==> config.mk <==
export PLATFORM = sky130hd
export DESIGN_NAME = regwrite_arbiter
export DESIGN_NICKNAME = d
export VERILOG_FILES = /design/src/rtl/regwrite_arbiter.sv
export SDC_FILE = /design/constraint.sdc
export NUM_CORES = 1
export LEC_CHECK = 0
export CORE_ASPECT_RATIO = 0.75
export CORE_MARGIN = 2
export CORE_UTILIZATION = 39
export CTS_CLUSTER_SIZE = 14
export DETAILED_ROUTE_END_ITERATION = 10
export PLACE_DENSITY = 0.87
export SYNTH_ARGS = -nofsm -noshare
export SYNTH_HDL_FRONTEND = slang
export SYNTH_SLANG_ARGS = --single-unit
==> constraint.sdc <==
create_clock -name iCLK -period 5.7 [get_ports iCLK]
set_input_delay 0.57 -clock iCLK [delete_from_list [all_inputs] [get_ports iCLK]]
set_output_delay 0.57 -clock iCLK [all_outputs]
set_load 0.005 [all_outputs]
==> src/rtl/regwrite_arbiter.sv <==
// regwrite_arbiter
//   Shares the register bank's single write port among three requesters:
//   pipeline writeback (WB), load-return (LD) and syscall/host injection (SYS).
//   WB has strict priority; LD and SYS alternate round-robin. A per-requester
//   starvation counter forces WB to stall once LD or SYS has been refused
//   STARVE_LIMIT times. The write port is driven from a registered stage.
//
// Ports
//   iCLK, iCLR                    clock, async active-low reset
//   iWbValid/iWbReg/iWbData       WB request, oWbReady accepts it
//   iLdValid/iLdReg/iLdData       LD request, oLdReady accepts it
//   iSysValid/iSysReg/iSysData    SYS request, oSysReady accepts it
//   oRegWrite                     bank write enable (registered)
//   oWriteRegister, oWriteData    bank write address / data (registered)
//   oStall                        WB valid but refused due to starvation
module regwrite_arbiter #(
  parameter int DATA_W       = 64,
  parameter int STARVE_LIMIT = 4
) (
  input  logic              iCLK,
  input  logic              iCLR,
  input  logic              iWbValid,
  input  logic [4:0]        iWbReg,
  input  logic [DATA_W-1:0] iWbData,
  output logic              oWbReady,
  input  logic              iLdValid,
  input  logic [4:0]        iLdReg,
  input  logic [DATA_W-1:0] iLdData,
  output logic              oLdReady,
  input  logic              iSysValid,
  input  logic [4:0]        iSysReg,
  input  logic [DATA_W-1:0] iSysData,
  output logic              oSysReady,
  output logic              oRegWrite,
  output logic [4:0]        oWriteRegister,
  output logic [DATA_W-1:0] oWriteData,
  output logic              oStall
);

  localparam logic [3:0] LIMIT    = 4'(STARVE_LIMIT);
  localparam logic [4:0] ZERO_REG = 5'd31;

  typedef enum logic [1:0] {
    GNT_NONE,
    GNT_WB,
    GNT_LD,
    GNT_SYS
  } grant_e;

  grant_e            grant;
  logic              rr;          // 0 favours LD, 1 favours SYS
  logic [3:0]        starve_ld;
  logic [3:0]        starve_sys;
  logic              cand_ld;
  logic              cand_sys;
  logic [4:0]        sel_reg;
  logic [DATA_W-1:0] sel_data;

  // A saturated counter only forces a grant while its requester is still
  // presenting a request, so an idle starved requester cannot stall WB.
  assign cand_ld  = iLdValid  && (starve_ld  == LIMIT);
  assign cand_sys = iSysValid && (starve_sys == LIMIT);

  // NOTE: every output of a combinational block gets a default first, so no
  // path through the if/else tree can leave a value unassigned (latch).
  always_comb begin
    grant  = GNT_NONE;
    oStall = 1'b0;
    if (cand_ld || cand_sys) begin
      if (cand_ld && cand_sys) grant = rr ? GNT_SYS : GNT_LD;
      else                     grant = cand_ld ? GNT_LD : GNT_SYS;
      oStall = iWbValid;
    end else if (iWbValid) begin
      grant = GNT_WB;
    end else if (iLdValid && iSysValid) begin
      grant = rr ? GNT_SYS : GNT_LD;
    end else if (iLdValid) begin
      grant = GNT_LD;
    end else if (iSysValid) begin
      grant = GNT_SYS;
    end
    // Nothing is accepted while reset is held; requesters re-present after.
    if (!iCLR) begin
      grant  = GNT_NONE;
      oStall = 1'b0;
    end
  end

  assign oWbReady  = (grant == GNT_WB);
  assign oLdReady  = (grant == GNT_LD);
  assign oSysReady = (grant == GNT_SYS);

  always_comb begin
    sel_reg  = iWbReg;
    sel_data = iWbData;
    case (grant)
      GNT_LD:  begin sel_reg = iLdReg;  sel_data = iLdData;  end
      GNT_SYS: begin sel_reg = iSysReg; sel_data = iSysData; end
      default: ;
    endcase
  end

  // NOTE: sequential state uses non-blocking assignments so every register
  // samples pre-edge values regardless of statement order.
  always_ff @(posedge iCLK or negedge iCLR) begin
    if (!iCLR) begin
      rr             <= 1'b0;
      starve_ld      <= '0;
      starve_sys     <= '0;
      oRegWrite      <= 1'b0;
      oWriteRegister <= '0;
      oWriteData     <= '0;
    end else begin
      // Round-robin pointer moves past whichever of LD/SYS was served.
      if (grant == GNT_LD)       rr <= 1'b1;
      else if (grant == GNT_SYS) rr <= 1'b0;

      if (grant == GNT_LD)                          starve_ld <= '0;
      else if (iLdValid && starve_ld != LIMIT)      starve_ld <= starve_ld + 4'd1;

      if (grant == GNT_SYS)                         starve_sys <= '0;
      else if (iSysValid && starve_sys != LIMIT)    starve_sys <= starve_sys + 4'd1;

      if (grant != GNT_NONE) begin
        oWriteRegister <= sel_reg;
        oWriteData     <= sel_data;
        // Register 31 is hard-wired zero: the request is consumed, no write.
        oRegWrite      <= (sel_reg != ZERO_REG);
      end else begin
        oRegWrite      <= 1'b0;
      end
    end
  end

endmodule
======== After elaboration in Yosys (flattened, before gate mapping) ========
Index checks and enable logic that the tools add are counted.
storage, ports and cells
  register bits after elaboration ......... 79
  bits of input ports ..................... 212
  output and inout bits ................... 74
operators by class
  add/sub/neg operators ................... 2
  eq/ne operators ......................... 8
  mux-type cells .......................... 20
  reduce and logical (&&, ||, !) cells .... 11
operators by type and width
  kind                                                 number
  one-hot mux 64 bit (2 select lines)                  1
  2-to-1 mux 4 bit                                     4
  2-to-1 mux 2 bit                                     6
  one-hot mux 5 bit (2 select lines)                   1
  adder 4 x 1 -> 4 bit, second input constant          2
  equality test 4 x 3 -> 1 bit, second input constant  2
  2-to-1 mux 1 bit                                     8
  != test 4 x 3 -> 1 bit, second input constant        2
  nonzero test 2 bit                                   4
  logical AND 1 bit                                    6
  != test 5 bit, second input constant                 1
  equality test 2 bit, second input constant           2
  equality test 2 x 1 -> 1 bit, second input constant  1
  logical OR 1 bit                                     1

======== Longest topological paths before layout ========
  word-level depth ........................ 10
  depth in mapped cells ................... 12

======== Worst setup path after synthesis ========
Ideal clock, no wire load.
  kind .................................... register to output
  start point ............................. reg starve_ld[0]
  end point ............................... out oWbReady
  arrival ................................. 1887 ps
  data required time ...................... 5130 ps
  path slack .............................. 3243 ps
  cell stages (with the launch flop) ...... 9
  cells stage by stage .................... dfrtp_1 > inv_1 > ha_1 > and4b_1 > clkbuf_1 > a311oi_1 > o21ai_0 > clkbuf_1 > nor4_1
on the way
  word-level cells in the longest chain between the ends .. 7
  elaborated cells on any way between the ends .. 9
  those cells by class .................... 2 x eq/ne; 4 x mux; 3 x reduce/logical
ends and longest elaborated chain
  what                                                          line    RTL
  from (decl)                                                   52      logic [3:0] starve_ld;
  from (signal assigned)                                        119     else if (iLdValid && starve_ld != LIMIT) starve_ld <= starve_ld + 4'd1;
  equality test 4 x 3 -> 1 bit (*)                              61      assign cand_ld = iLdValid && (starve_ld == LIMIT);
  logical AND 1 bit (*)                                         61
  2-to-1 mux 1 bit / logical AND 1 bit (equally long branches)  71, 70
  2-to-1 mux 1 bit                                              70      if (cand_ld && cand_sys) grant = rr ? GNT_SYS : GNT_LD;
  2-to-1 mux 2 bit (*)                                          69      if (cand_ld || cand_sys) begin
  2-to-1 mux 2 bit (*)                                          83      if (!iCLR) begin
  equality test 2 x 1 -> 1 bit (*)                              89      assign oWbReady = (grant == GNT_WB);
  to (decl)                                                     25      output logic oWbReady,
Mark *: on every way between the ends. The rest lies on a longest branch, timed or not.

======== Final worst setup path ========
  start point ............................. in iSysValid
  end point ............................... out oSysReady
on the way
  word-level cells in the longest chain between the ends .. 7
  elaborated cells on any way between the ends .. 12
  those cells by class .................... 1 x eq/ne; 7 x mux; 4 x reduce/logical
ends and longest elaborated chain
  what                     line  RTL
  from (decl)              30    input logic iSysValid,
  2-to-1 mux 2 bit         79    end else if (iSysValid) begin
  2-to-1 mux 2 bit         77    end else if (iLdValid) begin
  2-to-1 mux 2 bit         75    end else if (iLdValid && iSysValid) begin
  2-to-1 mux 2 bit         73    end else if (iWbValid) begin
  2-to-1 mux 2 bit (*)     69
  2-to-1 mux 2 bit (*)     83
  equality test 2 bit (*)  91    assign oSysReady = (grant == GNT_SYS);
  to (decl)                33    output logic oSysReady,
Marks and branches as above.

==> flow_summary.yaml <==
synthesis:
  synth_flop_cell: "dfrtp_1"
  synthAdderAreaFrac_pct: 1.17
  synth.distinct_cells: 34
  synth_cells: 515
  yosysTopAreaCellShare_pct: 46.3
  synth_xor_area_share_pct: 1.23
  async_reset_ff_share_pct: 100
  syn_area_mm2: 0.00427
  synth_top_family_by_area: "compound AO/OA/AOI/OAI gates"
  synth_sequential_area_ratio_pct: 46.3
  yosysTopAreaCell: "dfrtp_1"
  synth_area_per_cell_um2: 8.29
  ys_top_cells_by_area: "dfrtp_1 (46%), o21a_1 (11%), a21oi_1 (8.3%)"
  synthSimpleGateAreaFrac_pct: 15.1
  yosysWarnings: 0
  muxShareOfSynthArea_pct: 0
  ys_ff_latch: 79
  synth_compound_area_share_pct: 31.0
  syn_nets: 731
  synth_edf_count: 0
  synthMostInstantiatedCell: "nor2_1"
  synth_commonest_cells: "nor2_1 (80), dfrtp_1 (79), a21oi_1 (71)"
die:
  die_area_mm2: 0.0118
  coreArea_mm2: 0.0108
  fp.dieW_um: 125
  die_y_um: 94.6
  fp-row-count: 33
  start_util_pct: 39.6
  io_pins: 286
timing:
  tightest_slew_ns: 1.06
  rsz0062_at_grt: "no"
  drv_slew: 0
  hold_viol: 0
  fmax_ghz: 0.255
  period_share_pct: 68.8
  period_minus_slack_ns: 3.92
  finClkSkew_ns: 0.0121
  slew_headroom_pct: 29.2
  finalSetupViolations: 0
  setup_tns_ns: 0
cells_and_area:
  fillers: 837
  final_nets: 991
  antennaDiodeCount: 0
  drive_above_1_share_pct: 3.59
  finalNonFillerCells: 920
  syn2layout_area_growth_pct: 74.2
clocking:
  cts_buffer_depth: 2
  cts.clk_slew.worst_paths_ns: 0.06
  tritoncts: "built"
  cts_num_sinks: 79
  clock_latency_ns: 0.32
  h-tree-depth: 3
  cts_made_buffers: 9
  cts_resized: 0
  postCtsSetupBuffers: 0
  cts-hold-fix-buffers: 0
  cts_root_buf: "clkbuf_16"
power:
  pwr_density_cell_mw_per_mm2: 344
  p_leak_nw: 2.90
  vdd_drop_max_uv: 159
critical_path:
  worstPathRequired_ns: 5.13
  end_kind: "output port"
  critPathLaunchType: "input port"
  crit_arrival_ns: 3.35
  path_delay_family: "buffers and inverters"
  crit_top_cell: "clkdlybuf4s50_1"
  max_stage_delay_ns: 0.78
  worstPathCellList: "clkdlybuf4s50_1 -> and4b_1 -> and2_1 -> a22o_2 -> clkdlybuf4s50_1"
  crit_type: "input port to output port"
  crit_slowest_cell: "a22o_2"
  cp_max_fo: 49
  crit_buf_inv: 2
placement:
  dp.final_hpwl_mm: 10.9
  dp.cells: 904
  port_buffers: 285
  globalplace.congestion: 0.859
drt:
  ant_nets: 0
  totalWireLength_mm: 14.6
  drc: 0
  drt_first_pass_iters: 5
  via_per_inst: 5.14
  vias: 4731
  dr.first_iter.drc_count: 258
  post_drt_wl_per_cell_um: 15.8
run:
  cap_violations: 0
hold_path:
  hold_path.class: "input port to async pin"
global_routing:
  grt_start_max_net_pins: 96
  antenna_found_initial: 0
  grt_pass1_vias: 4559
  grt_use_total_pct: 23.2
  grt_pass1_wl_mm: 22.2
  grt-ovfl-total: 0
status:
  status: "finished, final reports clean"
==> routing by layer <==
metal / share of wire (%) / track usage (%) / vias to the layer above
met5: 0 / 0 / -
met1: 39 / 26.2 / 2227
met3: 7.2 / 6.12 / 24
li1: - / - / 2289
met2: 52 / 44.0 / 191
met4: 1.9 / 6.09 / 0
==> cell families (layout without fill, tap and decap cells) <==
logic type / after synthesis / count (layout)
AOI/OAI and AO/OA: 216 / 216
DFF: 79 / 79
xor gates and xnor gates: 6 / 6
adders and majority gates: 4 / 4
buffers and inverters: 48 / 313
and+or+nand+nor: 162 / 162
==> where the power goes <==
part | switching, mW | internal [mW]
Combinational | 0.461 | 0.663
Sequential | 0.131 | 0.773
Clock | 0.216 | 0.317
Total | 0.808 | 1.75
==> area by class of cell <==
cell class | count | area [µm²] | share of cell area, %
repair buffers | 290 | 2890 | 38.8
multi-input cells | 388 | 2080 | 28.0
flip-flops and latches | 79 | 1980 | 26.6
clock buffers | 11 | 253 | 3.40
well taps | 140 | 175 | 2.36
clock inverters | 5 | 32.5 | 0.437
inverters | 7 | 26.3 | 0.353
==> per-stage QoR <==
stage / cell area [µm²] / power [mW] / setup WS (ns) / hold slack, ns / utilization [%]
after floorplan: 4270 / 1.37 / 3.24 / 0.274 / -
after global placement: 7150 / 1.99 / 1.86 / 0.472 / 66.4
after detailed placement: 7150 / 2.05 / 1.67 / 0.479 / 66.4
after CTS: 7440 / 2.59 / 1.76 / 0.483 / 69.0
after global routing: 7440 / 2.72 / 1.65 / 0.502 / 69.0
final: 7440 / 2.56 / 1.78 / 0.444 / 69.0
==> state kept, by name, summed over array words and instances (netlist names) <==
signal	count
oWriteData	64
oWriteRegister	5
starve_sys	4
starve_ld	4
oRegWrite	1
rr	1
==> worst paths after layout <==
check                      depth (start not counted)  slack, ns                          to                        from
max reg2reg                                        9       2.23         oRegWrite$_DFF_PN0_   starve_sys[0]$_DFFE_PN0P_
min reg2reg                                        1       0.49  oWriteData[47]$_DFFE_PN0P_  oWriteData[47]$_DFFE_PN0P_
max in group asynchronous                          1       4.58  oWriteData[11]$_DFFE_PN0P_                        iCLR
max                                                5       1.78                   oSysReady                   iSysValid
min                                                1       0.44  oWriteData[37]$_DFFE_PN0P_                        iCLR
min in group iCLK                                  1       0.49  oWriteData[47]$_DFFE_PN0P_  oWriteData[47]$_DFFE_PN0P_
==> layout by cell type (no fill, tap or decap), types with 2 or more instances in the layout <==
cell type,count
xnor2_1,4
clkbuf_8,2
buf_4,6
o21ai_0,65
and4b_1,2
nor2_1,80
a21oi_1,71
dfrtp_1,79
o211a_1,2
nand3_1,3
inv_1,7
xor2_1,2
clkinvlp_4,3
nand2_1,69
clkbuf_16,9
clkinv_2,2
ha_1,4
clkdlybuf4s50_1,284
o21a_1,64
a222oi_1,4
(Power assumes the default switching activity.)
